`src/rtl/vga_pattern_gen.sv`:
```
// VGA timing counters plus registered multi-mode test-pattern generator.
// Optional macro BORDER_OVERLAY_EN forces a white one-pixel frame around the active area.
module vga_pattern_gen #(
  parameter int unsigned COLOR_BITS   = 4,
  parameter int unsigned H_ACTIVE     = 640,
  parameter int unsigned H_FP         = 16,
  parameter int unsigned H_SYNC       = 96,
  parameter int unsigned H_BP         = 48,
  parameter int unsigned V_ACTIVE     = 480,
  parameter int unsigned V_FP         = 10,
  parameter int unsigned V_SYNC       = 2,
  parameter int unsigned V_BP         = 33,
  parameter bit          SYNC_POL     = 1'b0,
  parameter int unsigned CHECKER_LOG2 = 5
) (
  input  logic                    clock25MHz,
  input  logic                    nReset,
  input  logic [2:0]              mode,
  input  logic [3*COLOR_BITS-1:0] solidColor,
  output logic [COLOR_BITS-1:0]   red,
  output logic [COLOR_BITS-1:0]   green,
  output logic [COLOR_BITS-1:0]   blue,
  output logic                    hsync,
  output logic                    vsync,
  output logic                    canDisplayImage,
  output logic [9:0]              x,
  output logic [9:0]              y,
  output logic                    frameStart
);

  localparam int unsigned H_TOTAL = H_ACTIVE + H_FP + H_SYNC + H_BP;
  localparam int unsigned V_TOTAL = V_ACTIVE + V_FP + V_SYNC + V_BP;
  localparam int unsigned CW      = 16;
  localparam int unsigned BAR_W   = H_ACTIVE / 8;

  localparam logic [CW-1:0] H_LAST   = CW'(H_TOTAL - 1);
  localparam logic [CW-1:0] V_LAST   = CW'(V_TOTAL - 1);
  localparam logic [CW-1:0] H_ACT    = CW'(H_ACTIVE);
  localparam logic [CW-1:0] V_ACT    = CW'(V_ACTIVE);
  localparam logic [CW-1:0] H_SYNC_S = CW'(H_ACTIVE + H_FP);
  localparam logic [CW-1:0] H_SYNC_E = CW'(H_ACTIVE + H_FP + H_SYNC);
  localparam logic [CW-1:0] V_SYNC_S = CW'(V_ACTIVE + V_FP);
  localparam logic [CW-1:0] V_SYNC_E = CW'(V_ACTIVE + V_FP + V_SYNC);
  localparam logic [COLOR_BITS-1:0] FULL = '1;

  logic [CW-1:0]         r_h_cnt, r_v_cnt;
  logic [7:0]            r_frame_cnt;
  logic [2:0]            r_active_mode;
  logic [COLOR_BITS-1:0] r_red, r_green, r_blue;
  logic                  r_hsync, r_vsync, r_de, r_fs;
  logic [9:0]            r_x, r_y;

  logic                  w_h_wrap, w_frame_end, w_active, w_hs_act, w_vs_act;
  logic                  w_in_sq, w_border, w_chk;
  logic [CW-1:0]         w_bar, w_sq_x, w_sq_y;
  logic [2:0]            w_bar_idx;
  logic [COLOR_BITS-1:0] w_r, w_g, w_b;

  assign w_h_wrap    = (r_h_cnt == H_LAST);
  assign w_frame_end = w_h_wrap && (r_v_cnt == V_LAST);

  always_ff @(posedge clock25MHz or negedge nReset) begin
    if (!nReset) begin
      r_h_cnt       <= '0;
      r_v_cnt       <= '0;
      r_frame_cnt   <= '0;
      r_active_mode <= '0;
    end else begin
      r_h_cnt <= w_h_wrap ? '0 : r_h_cnt + CW'(1);
      if (w_h_wrap) r_v_cnt <= (r_v_cnt == V_LAST) ? '0 : r_v_cnt + CW'(1);
      // Mode and animation step only change between frames so no frame is torn.
      if (w_frame_end) begin
        r_active_mode <= mode;
        r_frame_cnt   <= r_frame_cnt + 8'd1;
      end
    end
  end

  assign w_active  = (r_h_cnt < H_ACT) && (r_v_cnt < V_ACT);
  assign w_hs_act  = (r_h_cnt >= H_SYNC_S) && (r_h_cnt < H_SYNC_E);
  assign w_vs_act  = (r_v_cnt >= V_SYNC_S) && (r_v_cnt < V_SYNC_E);
  assign w_bar     = r_h_cnt / CW'(BAR_W);
  assign w_bar_idx = (w_bar > CW'(7)) ? 3'd7 : w_bar[2:0];
  assign w_chk     = r_h_cnt[CHECKER_LOG2] ^ r_v_cnt[CHECKER_LOG2];
  assign w_sq_x    = CW'({r_frame_cnt, 1'b0});
  assign w_sq_y    = CW'(r_frame_cnt);
  // Clipping falls out of the active-area gate; the square never wraps.
  assign w_in_sq   = (r_h_cnt >= w_sq_x) && (r_h_cnt < w_sq_x + CW'(32)) &&
                     (r_v_cnt >= w_sq_y) && (r_v_cnt < w_sq_y + CW'(32));

`ifdef BORDER_OVERLAY_EN
  assign w_border = (r_h_cnt == '0) || (r_h_cnt == H_ACT - CW'(1)) ||
                    (r_v_cnt == '0) || (r_v_cnt == V_ACT - CW'(1));
`else
  assign w_border = 1'b0;
`endif

  always_comb begin
    w_r = '0;
    w_g = '0;
    w_b = '0;
    case (r_active_mode)
      3'd0: {w_r, w_g, w_b} = solidColor;
      3'd1: begin
        // Bar index bits map straight onto white..black channel enables.
        w_r = {COLOR_BITS{~w_bar_idx[1]}};
        w_g = {COLOR_BITS{~w_bar_idx[2]}};
        w_b = {COLOR_BITS{~w_bar_idx[0]}};
      end
      3'd2: if (w_chk) {w_r, w_g, w_b} = {FULL, FULL, FULL};
      3'd3: begin
        w_r = r_h_cnt[COLOR_BITS+3:4];
        w_g = r_h_cnt[COLOR_BITS+3:4];
        w_b = r_h_cnt[COLOR_BITS+3:4];
      end
      3'd4: if (w_in_sq) {w_r, w_g, w_b} = {FULL, FULL, FULL};
      default: ;
    endcase
    if (w_border) {w_r, w_g, w_b} = {FULL, FULL, FULL};
    if (!w_active) {w_r, w_g, w_b} = '0;
  end

  always_ff @(posedge clock25MHz or negedge nReset) begin
    if (!nReset) begin
      r_red   <= '0;
      r_green <= '0;
      r_blue  <= '0;
      r_hsync <= ~SYNC_POL;
      r_vsync <= ~SYNC_POL;
      r_de    <= 1'b0;
      r_x     <= '0;
      r_y     <= '0;
      r_fs    <= 1'b0;
    end else begin
      r_red   <= w_r;
      r_green <= w_g;
      r_blue  <= w_b;
      r_hsync <= w_hs_act ? SYNC_POL : ~SYNC_POL;
      r_vsync <= w_vs_act ? SYNC_POL : ~SYNC_POL;
      r_de    <= w_active;
      r_x     <= w_active ? r_h_cnt[9:0] : '0;
      r_y     <= w_active ? r_v_cnt[9:0] : '0;
      r_fs    <= (r_h_cnt == '0) && (r_v_cnt == '0);
    end
  end

  assign red             = r_red;
  assign green           = r_green;
  assign blue            = r_blue;
  assign hsync           = r_hsync;
  assign vsync           = r_vsync;
  assign canDisplayImage = r_de;
  assign x               = r_x;
  assign y               = r_y;
  assign frameStart      = r_fs;

endmodule
```
`config.mk`:
```
export PLATFORM = sky130hd
export DESIGN_NAME = vga_pattern_gen
export DESIGN_NICKNAME = d
export VERILOG_FILES = /design/src/rtl/vga_pattern_gen.sv
export SDC_FILE = /design/constraint.sdc
export NUM_CORES = 1
export LEC_CHECK = 0
export ABC_AREA = 0
export CAP_MARGIN = 20
export CELL_PAD_IN_SITES_DETAIL_PLACEMENT = 0
export CELL_PAD_IN_SITES_GLOBAL_PLACEMENT = 1
export CORE_ASPECT_RATIO = 0.6
export CORE_UTILIZATION = 49
export DETAILED_ROUTE_END_ITERATION = 10
export PLACE_DENSITY_LB_ADDON = 0.1
export SLEW_MARGIN = 20
export SYNTH_ARGS = -nofsm -noshare
export SYNTH_HDL_FRONTEND = slang
export SYNTH_SLANG_ARGS = --single-unit
```
`constraint.sdc`:
```
create_clock -name clock25MHz -period 7.4 [get_ports clock25MHz]
set_clock_uncertainty 0.1 [all_clocks]
set_input_delay 0.74 -clock clock25MHz [delete_from_list [all_inputs] [get_ports clock25MHz]]
set_output_delay 0.74 -clock clock25MHz [all_outputs]
set_load 0.01 [all_outputs]
```
==> summary.txt, run 1 <==
Logic synthesis
  • Top cell type by total area after synthesis: dfrtp_1
  • Netlist cell types: 93
  • Post-Syn Area per Cell: 9.62 um^2
  • Post-synthesis async set-or-reset flop share: 100%
  • Yosys warnings: 0
  • Ys flop type: dfrtp_1
  • Post-synthesis sequential area ratio: 36.7%
  • Top cell type's share of synthesized area: 35.8%
  • EDFF count, synth: 0
  • Area contributors post-synth: dfrtp_1 (36%), ha_1 (7.4%), xnor2_1 (4.2%)
  • #FFs+latches synth: 79
  • Mapped Cells: 560
  • Syn_nets: 609
  • Area of the mapped netlist: 5390 um^2

Critical path
  • Worst path slowest cell: dfrtp_1
  • CP Launch Type: flip-flop
  • Critical path cell sequence: and2b_4 -> a22o_4 -> a211oi_4 -> a21oi_1 -> a41oi_1 -> a31oi_1 -> o31ai_1 -> o32a_2 -> o21ai_1 -> a211oi_2 -> a21oi_2 -> o221ai_2 -> a31oi_1
  • R2R setup slack: 3.02 ns
  • Worst-path fanout max: 18
  • Crit path max-delay family: compound AO/OA/AOI/OAI gates
  • CP peak stage delay: 0.63 ns
  • Crit path DAT: 4.42 ns
  • WP buf/inv: 0
  • Most numerous cell on the critical path: a31oi_1
  • CP endpoint kind: flip-flop
  • Critical Path RT: 7.44 ns
  • Setup Crit Path Kind: flip-flop to flip-flop
  • Worst reg2reg path startpoint: r_h_cnt[14]
  • Worst Setup SP: r_h_cnt[14]

Drt
  • Vias: 4,536
  • Detailed Route WL: 14,300 um
  • DRC: 0
  • Initial DRC Count: 365
  • Routed vias/inst: 6.10
  • Routed Antenna Nets: 0
  • DR WL/cell: 19.2 um
  • Drt first pass iters: 5

Clocking
  • Worst-Skew Late Latency: 0.34 ns
  • Post-CTS Repair Setup Buffers: 0
  • CTS Hold Buffers Added: 0
  • Root Buffer: clkbuf_16
  • H-tree depth: 3
  • CTS tree: yes
  • CTS clock-pin slew for the worst setup and hold paths: 0.06 ns
  • Longest Clk Path Bufs: 2
  • Post-CTS resize count: 0
  • Cts bufs inserted: 9
  • Num Clock Sinks: 79

Placement
  • Count of input and output buffers: 52
  • Final RePlAce weighted congestion: 0.947
  • Placed Area: 5960 um^2
  • Dpl hpwl: 10,400 um

Pwr
  • Pleak: 0.00268 uW
  • Int Power: 708 uW
  • Sw frac: 21.4%
  • Total net switching power: 193 uW
  • Flop pwr share: 48.4%
  • Clk pwr share: 47.8%
  • P per Cell Area: 144 nW/um^2
  • Worst vdd ir: 0.120 mV
  • Comb power frac: 3.7%

Cells and area
  • Fin nets: 648
  • Most common cell after layout, fill and taps aside: dfrtp_1
  • Inserted Diodes: 0
  • Design Area, Final: 6280 um^2
  • Commonest cells after routing, fill and taps aside: dfrtp_1 (77), clkdlybuf4s50_1 (51), nand2_1 (45), ha_1 (32), nor2_1 (31)
  • Share of cells above drive strength 1: 10.6%
  • Final-layout fill cell count: 883
  • Layout area overhead: 16.5%

Floorplanning
  • Die Ht: 83.2 um
  • Placeable core area: 10,600 um^2
  • Site Rows: 29
  • Initial core utilization: 50.7%
  • Die Wd: 137 um
  • I/O pins: 53
  • Die area: 11,400 um^2

Run
  • Max_cap viols: 0

Timing
  • Sum Neg Setup Slack: 0 ns
  • Final Hold Fails: 0
  • Max frequency: 228 MHz
  • Slew headroom: 32.6%
  • RSZ-0062 raised after global routing: no
  • Final Critical Period: 4.38 ns
  • Final Setup Violations: 0
  • Period utilisation layout: 59.3%
  • Slew Limit Fails: 0
  • Least-Margin Pin Slew: 1.00 ns

Global routing
  • Vias in the first global route: 4,269
  • Grt ovf: 0
  • Initial antenna violation count: 0
  • First-pass GRT wire length: 23,000 um
  • GRT Total Usage: 26.4%
  • Largest net degree at the start of global routing: 80

Min path
  • Hold Path Class: input port to asynchronous set/reset pin

Outcome
  • Outcome: finished clean
==> power by group through the flow <==
| stage | sequential [uW] | clock [uW] | combinational (uW) |
|---|---|---|---|
| floorplan | 447 | 0 | 4.70 |
| global placement | 445 | 0 | 31.9 |
| detailed placement | 445 | 0 | 32.5 |
| CTS | 437 | 440 | 32.8 |
| global route | 437 | 458 | 37.4 |
| finish | 437 | 431 | 33.7 |
==> worst register-to-register path: cells and delay by family, from the launching register on <==
kind	cells	cell delay, ns
AOI/OAI and AO/OA	12	3.11
and+or+nand+nor	1	0.33
DFF	1	0.63
==> worst paths after layout <==
check,end,cells past startpoint
max,blue[0],13
min,y[8],1
max reg2reg,blue[0],13
min reg2reg,r_v_cnt[15],1
max in group asynchronous,hsync,2
min in group clock25MHz,r_v_cnt[15],1
==> Yosys cell counts, drive strengths merged (3+ instances only) <==
library cell  count
ha               32
nor3             16
xor2             12
nand4            14
nand2            45
nand3            15
dfrtp            77
nor3b             5
o21a             14
o211ai            4
mux2              3
a32oi             3
a211oi            7
inv              24
o21ai            27
nor2b             8
o31ai             8
nor2             31
o211a             3
o221ai            3
a22oi             4
or3               4
a21boi            9
nand2b            4
or4               5
buf              12
a2bb2oi           3
xnor2            26
and3             13
clkbuf           14
o21bai            4
a31oi             5
a21oi            22
nor4              9
and2             28
==> metrics by stage <==
stage	hold slack [ns]	utilization [%]	cells	setup slack [ns]	power (uW)
2_1_floorplan	0.342	-	560	3.93	451
4_1_cts	0.373	58.8	742	3.11	910
6_report	0.192	59.0	743	3.02	901
3_3_place_gp	0.362	56.0	726	3.22	476
3_5_place_dp	0.361	56.0	726	3.18	477
5_1_grt	0.209	59.0	743	2.73	932
==> final cells by class <==
type	instances	area [um^2]	area share, %
inverters	25	93.8	1.49
clock inverters	4	26.3	0.419
repair buffers	54	553	8.81
flip-flops and latches	79	1980	31.5
multi-input cells	430	3180	50.7
clock buffers	12	267	4.25
well taps	139	174	2.77
==> state kept, by name, indices dropped and copies added (netlist names) <==
register and count:
y 10, r_h_cnt 16, vsync 1, red 4
r_v_cnt 16, x 10, frameStart 1, blue 4
canDisplayImage 1, green 4, r_frame_cnt 8, r_active_mode 3
hsync 1
==> metal layers <==
layer  track usage, %  vias up  wire, um
li1                 -     2124         -
met2             35.7      183      5870
met1             42.5     2220      7240
met5                0        -         0
met3             5.31        9      1090
met4             5.29        0        79
==> cell families (layout without fill, tap and decap cells) <==
kind of cell	count (synthesis)	after routing	synth area share [%]
buffers and inverters	51	95	4.25
other	1	1	0.0696
adders and majority gates	32	32	7.43
DFF	79	79	36.7
xor gates and xnor gates	38	38	6.18
and+or+nand+nor	212	212	22.1
AOI/OAI and AO/OA	142	142	22.2
muxes	5	5	0.999
No activity file was read; power rests on OpenSTA's default activity.
==> run 2: changes to the inputs <==
Settings changed: CORE_UTILIZATION 49 to 41.
Clock period 7.4 ns to 4 ns, I/O delays scaled along.
==> run 2 against run 1 <==
  * The flow now finishes with violations (hold timing)
  * Total power is 89% higher
  * Hold slack worse by 0.20 ns
  * Wire length up 4.4%
  * Design area rose by 5.1%
  * Register-to-register slack got worse by 2.9 ns
  * Clock-buffer cell count down 3
  * Die area is 19% higher
  * Non-clock buffer count is 32 higher
  * Flip-flop and latch count stayed put
  * Global-route usage fell by 3.2 points
  * Largest cell class unchanged
==> summary.txt, run 2 (synthesized netlist as in run 1, its figures left out) <==
Critical path
  • Worst reg2reg endpoint: green[3]
  • Crit path DAT: 3.98 ns
  • Setup Crit Path Kind: flip-flop to flip-flop
  • CP Launch Type: flip-flop
  • Worst Setup SP: r_h_cnt[13]
  • Worst-path fanout max: 13
  • R2R depth: 12
  • Critical Path RT: 4.13 ns
  • R2R setup slack: 0.14 ns
  • CP endpoint kind: flip-flop
  • Worst reg2reg path startpoint: r_h_cnt[13]

Floorplanning
  • Die area: 13,600 um^2
  • Die Wd: 150 um
  • Initial core utilization: 42.0%
  • Site Rows: 32
  • Placeable core area: 12,800 um^2
  • I/O pins: 53
  • Die Ht: 90.8 um

Clocking
  • Post-CTS Repair Setup Buffers: 0
  • Root Buffer: clkbuf_16
  • CTS clock-pin slew for the worst setup and hold paths: 0.06 ns
  • CTS tree: yes
  • Cts bufs inserted: 9
  • H-tree depth: 3
  • Num Clock Sinks: 79
  • Longest Clk Path Bufs: 2
  • Worst-Skew Late Latency: 0.34 ns

Cells and area
  • Top flop regs: r_h_cnt x16, r_v_cnt x16
  • Layout area overhead: 22.5%
  • Fin nets: 680
  • Design Area, Final: 6600 um^2
  • Final-layout fill cell count: 1,204
  • Commonest cells after routing, fill and taps aside: dfrtp_1 (73), clkdlybuf4s50_1 (51), nand2_1 (44), buf_4 (34), ha_1 (32)
  • Inserted Diodes: 0
  • Most common cell after layout, fill and taps aside: dfrtp_1
  • Share of cells above drive strength 1: 16.2%

Drt
  • Drt first pass iters: 4
  • Initial DRC Count: 292
  • Detailed Route WL: 14,900 um
  • DR WL/cell: 18.5 um
  • Routed Antenna Nets: 0
  • DRC: 0
  • Routed vias/inst: 5.60
  • Vias: 4,513

Placement
  • Dpl hpwl: 11,500 um
  • Final RePlAce weighted congestion: 0.896
  • Count of input and output buffers: 52
  • Placed Area: 6240 um^2

Global routing
  • Largest net degree at the start of global routing: 80
  • Met1 track demand over resource: 40.9%
  • Busiest grt layer: met1
  • GRT Total Usage: 23.2%
  • Grt ovf: 0
  • First-pass GRT wire length: 24,100 um
  • Initial antenna violation count: 0
  • Met2 Usage GRT: 27.5%
  • Vias in the first global route: 4,159
  • Met3 GRT Util: 4.49%

Timing
  • RSZ-0062 raised after global routing: yes
  • Final Critical Period: 3.86 ns
  • Hold_ws: -0.0126 ns
  • Slew Limit Fails: 0
  • Period utilisation layout: 96.4%
  • Slew headroom: 51.3%
  • Max frequency: 259 MHz
  • Final Hold Fails: 8
  • Final Setup Violations: 0
  • Least-Margin Pin Slew: 0.731 ns
  • Sum Neg Setup Slack: 0 ns

Pwr
  • Pleak: 0.00283 uW
  • P per Cell Area: 258 nW/um^2
  • Power Total: 1700 uW
  • Worst vdd ir: 0.196 mV

Min path
  • Hold Path Class: input port to asynchronous set/reset pin

Outcome
  • Violated checks: hold timing
  • Outcome: complete, but fails checks

Run
  • Max_cap viols: 0
-- run 2: metrics by stage --
| step | setup slack, ns | util [%] | instances | hold WS [ns] |
|---|---|---|---|---|
| 3_3_place_gp | 0.171 | 48.7 | 790 | 0.363 |
| 6_report | 0.144 | 51.5 | 806 | -0.0126 |
| 3_5_place_dp | 0.0955 | 48.7 | 790 | 0.366 |
| 4_1_cts | 0.0820 | 51.1 | 806 | 0.181 |
| 5_1_grt | -0.0171 | 51.5 | 806 | 0.0496 |
| 2_1_floorplan | 0.527 | - | 560 | 0.00441 |
-- run 2: cell type report --
cell class	instances	area (um^2)	share of cell area, %
Multi-Input combinational cell	430	3230	48.9
Sequential cell	79	1980	30.1
Timing Repair Buffer	86	777	11.8
Clock buffer	9	225	3.41
Tap cell	170	213	3.22
Inverter	25	93.8	1.42
Clock inverter	7	78.8	1.19
-- run 2: metal layers --
metal  wire length [um]  vias to the layer above
met5                  0                        -
met2               5370                      134
li1                   -                     2202
met4                 63                        0
met3                906                        7
met1               8550                     2170
-- run 2: repair_timing --
action / CTS / global route
gates resized for setup: 0 / 11
endpoints found under the setup margin: 0 / 12
hold endpoints to repair: 0 / 0
hold buffers: 0 / 0
-- run 2: worst max path at each step --
stage / endpoint / cells after the start
floorplan: blue[0] / 13
global placement: green[3] / 12
detailed placement: green[3] / 12
CTS: green[3] / 12
global route: green[2] / 12
finish: green[3] / 12
-- run 2: where the power goes --
| part | internal (uW) | switching, uW | total, uW |
|---|---|---|---|
| registers | 806 | 2.26 | 808 |
| logic | 30.6 | 29.0 | 59.6 |
| clock network | 490 | 347 | 837 |
-- run 2: worst max-delay path, stage by stage (launching register included) --
cell	delay, ns
dfrtp_2	0.50
nand2b_2	0.27
a22o_4	0.29
a211o_4	0.38
nor3_4	0.28
a32oi_2	0.19
and2_4	0.25
or4_1	0.52
o21ai_1	0.12
and4b_1	0.26
a21boi_2	0.27
a21boi_0	0.13
o21a_1	0.20
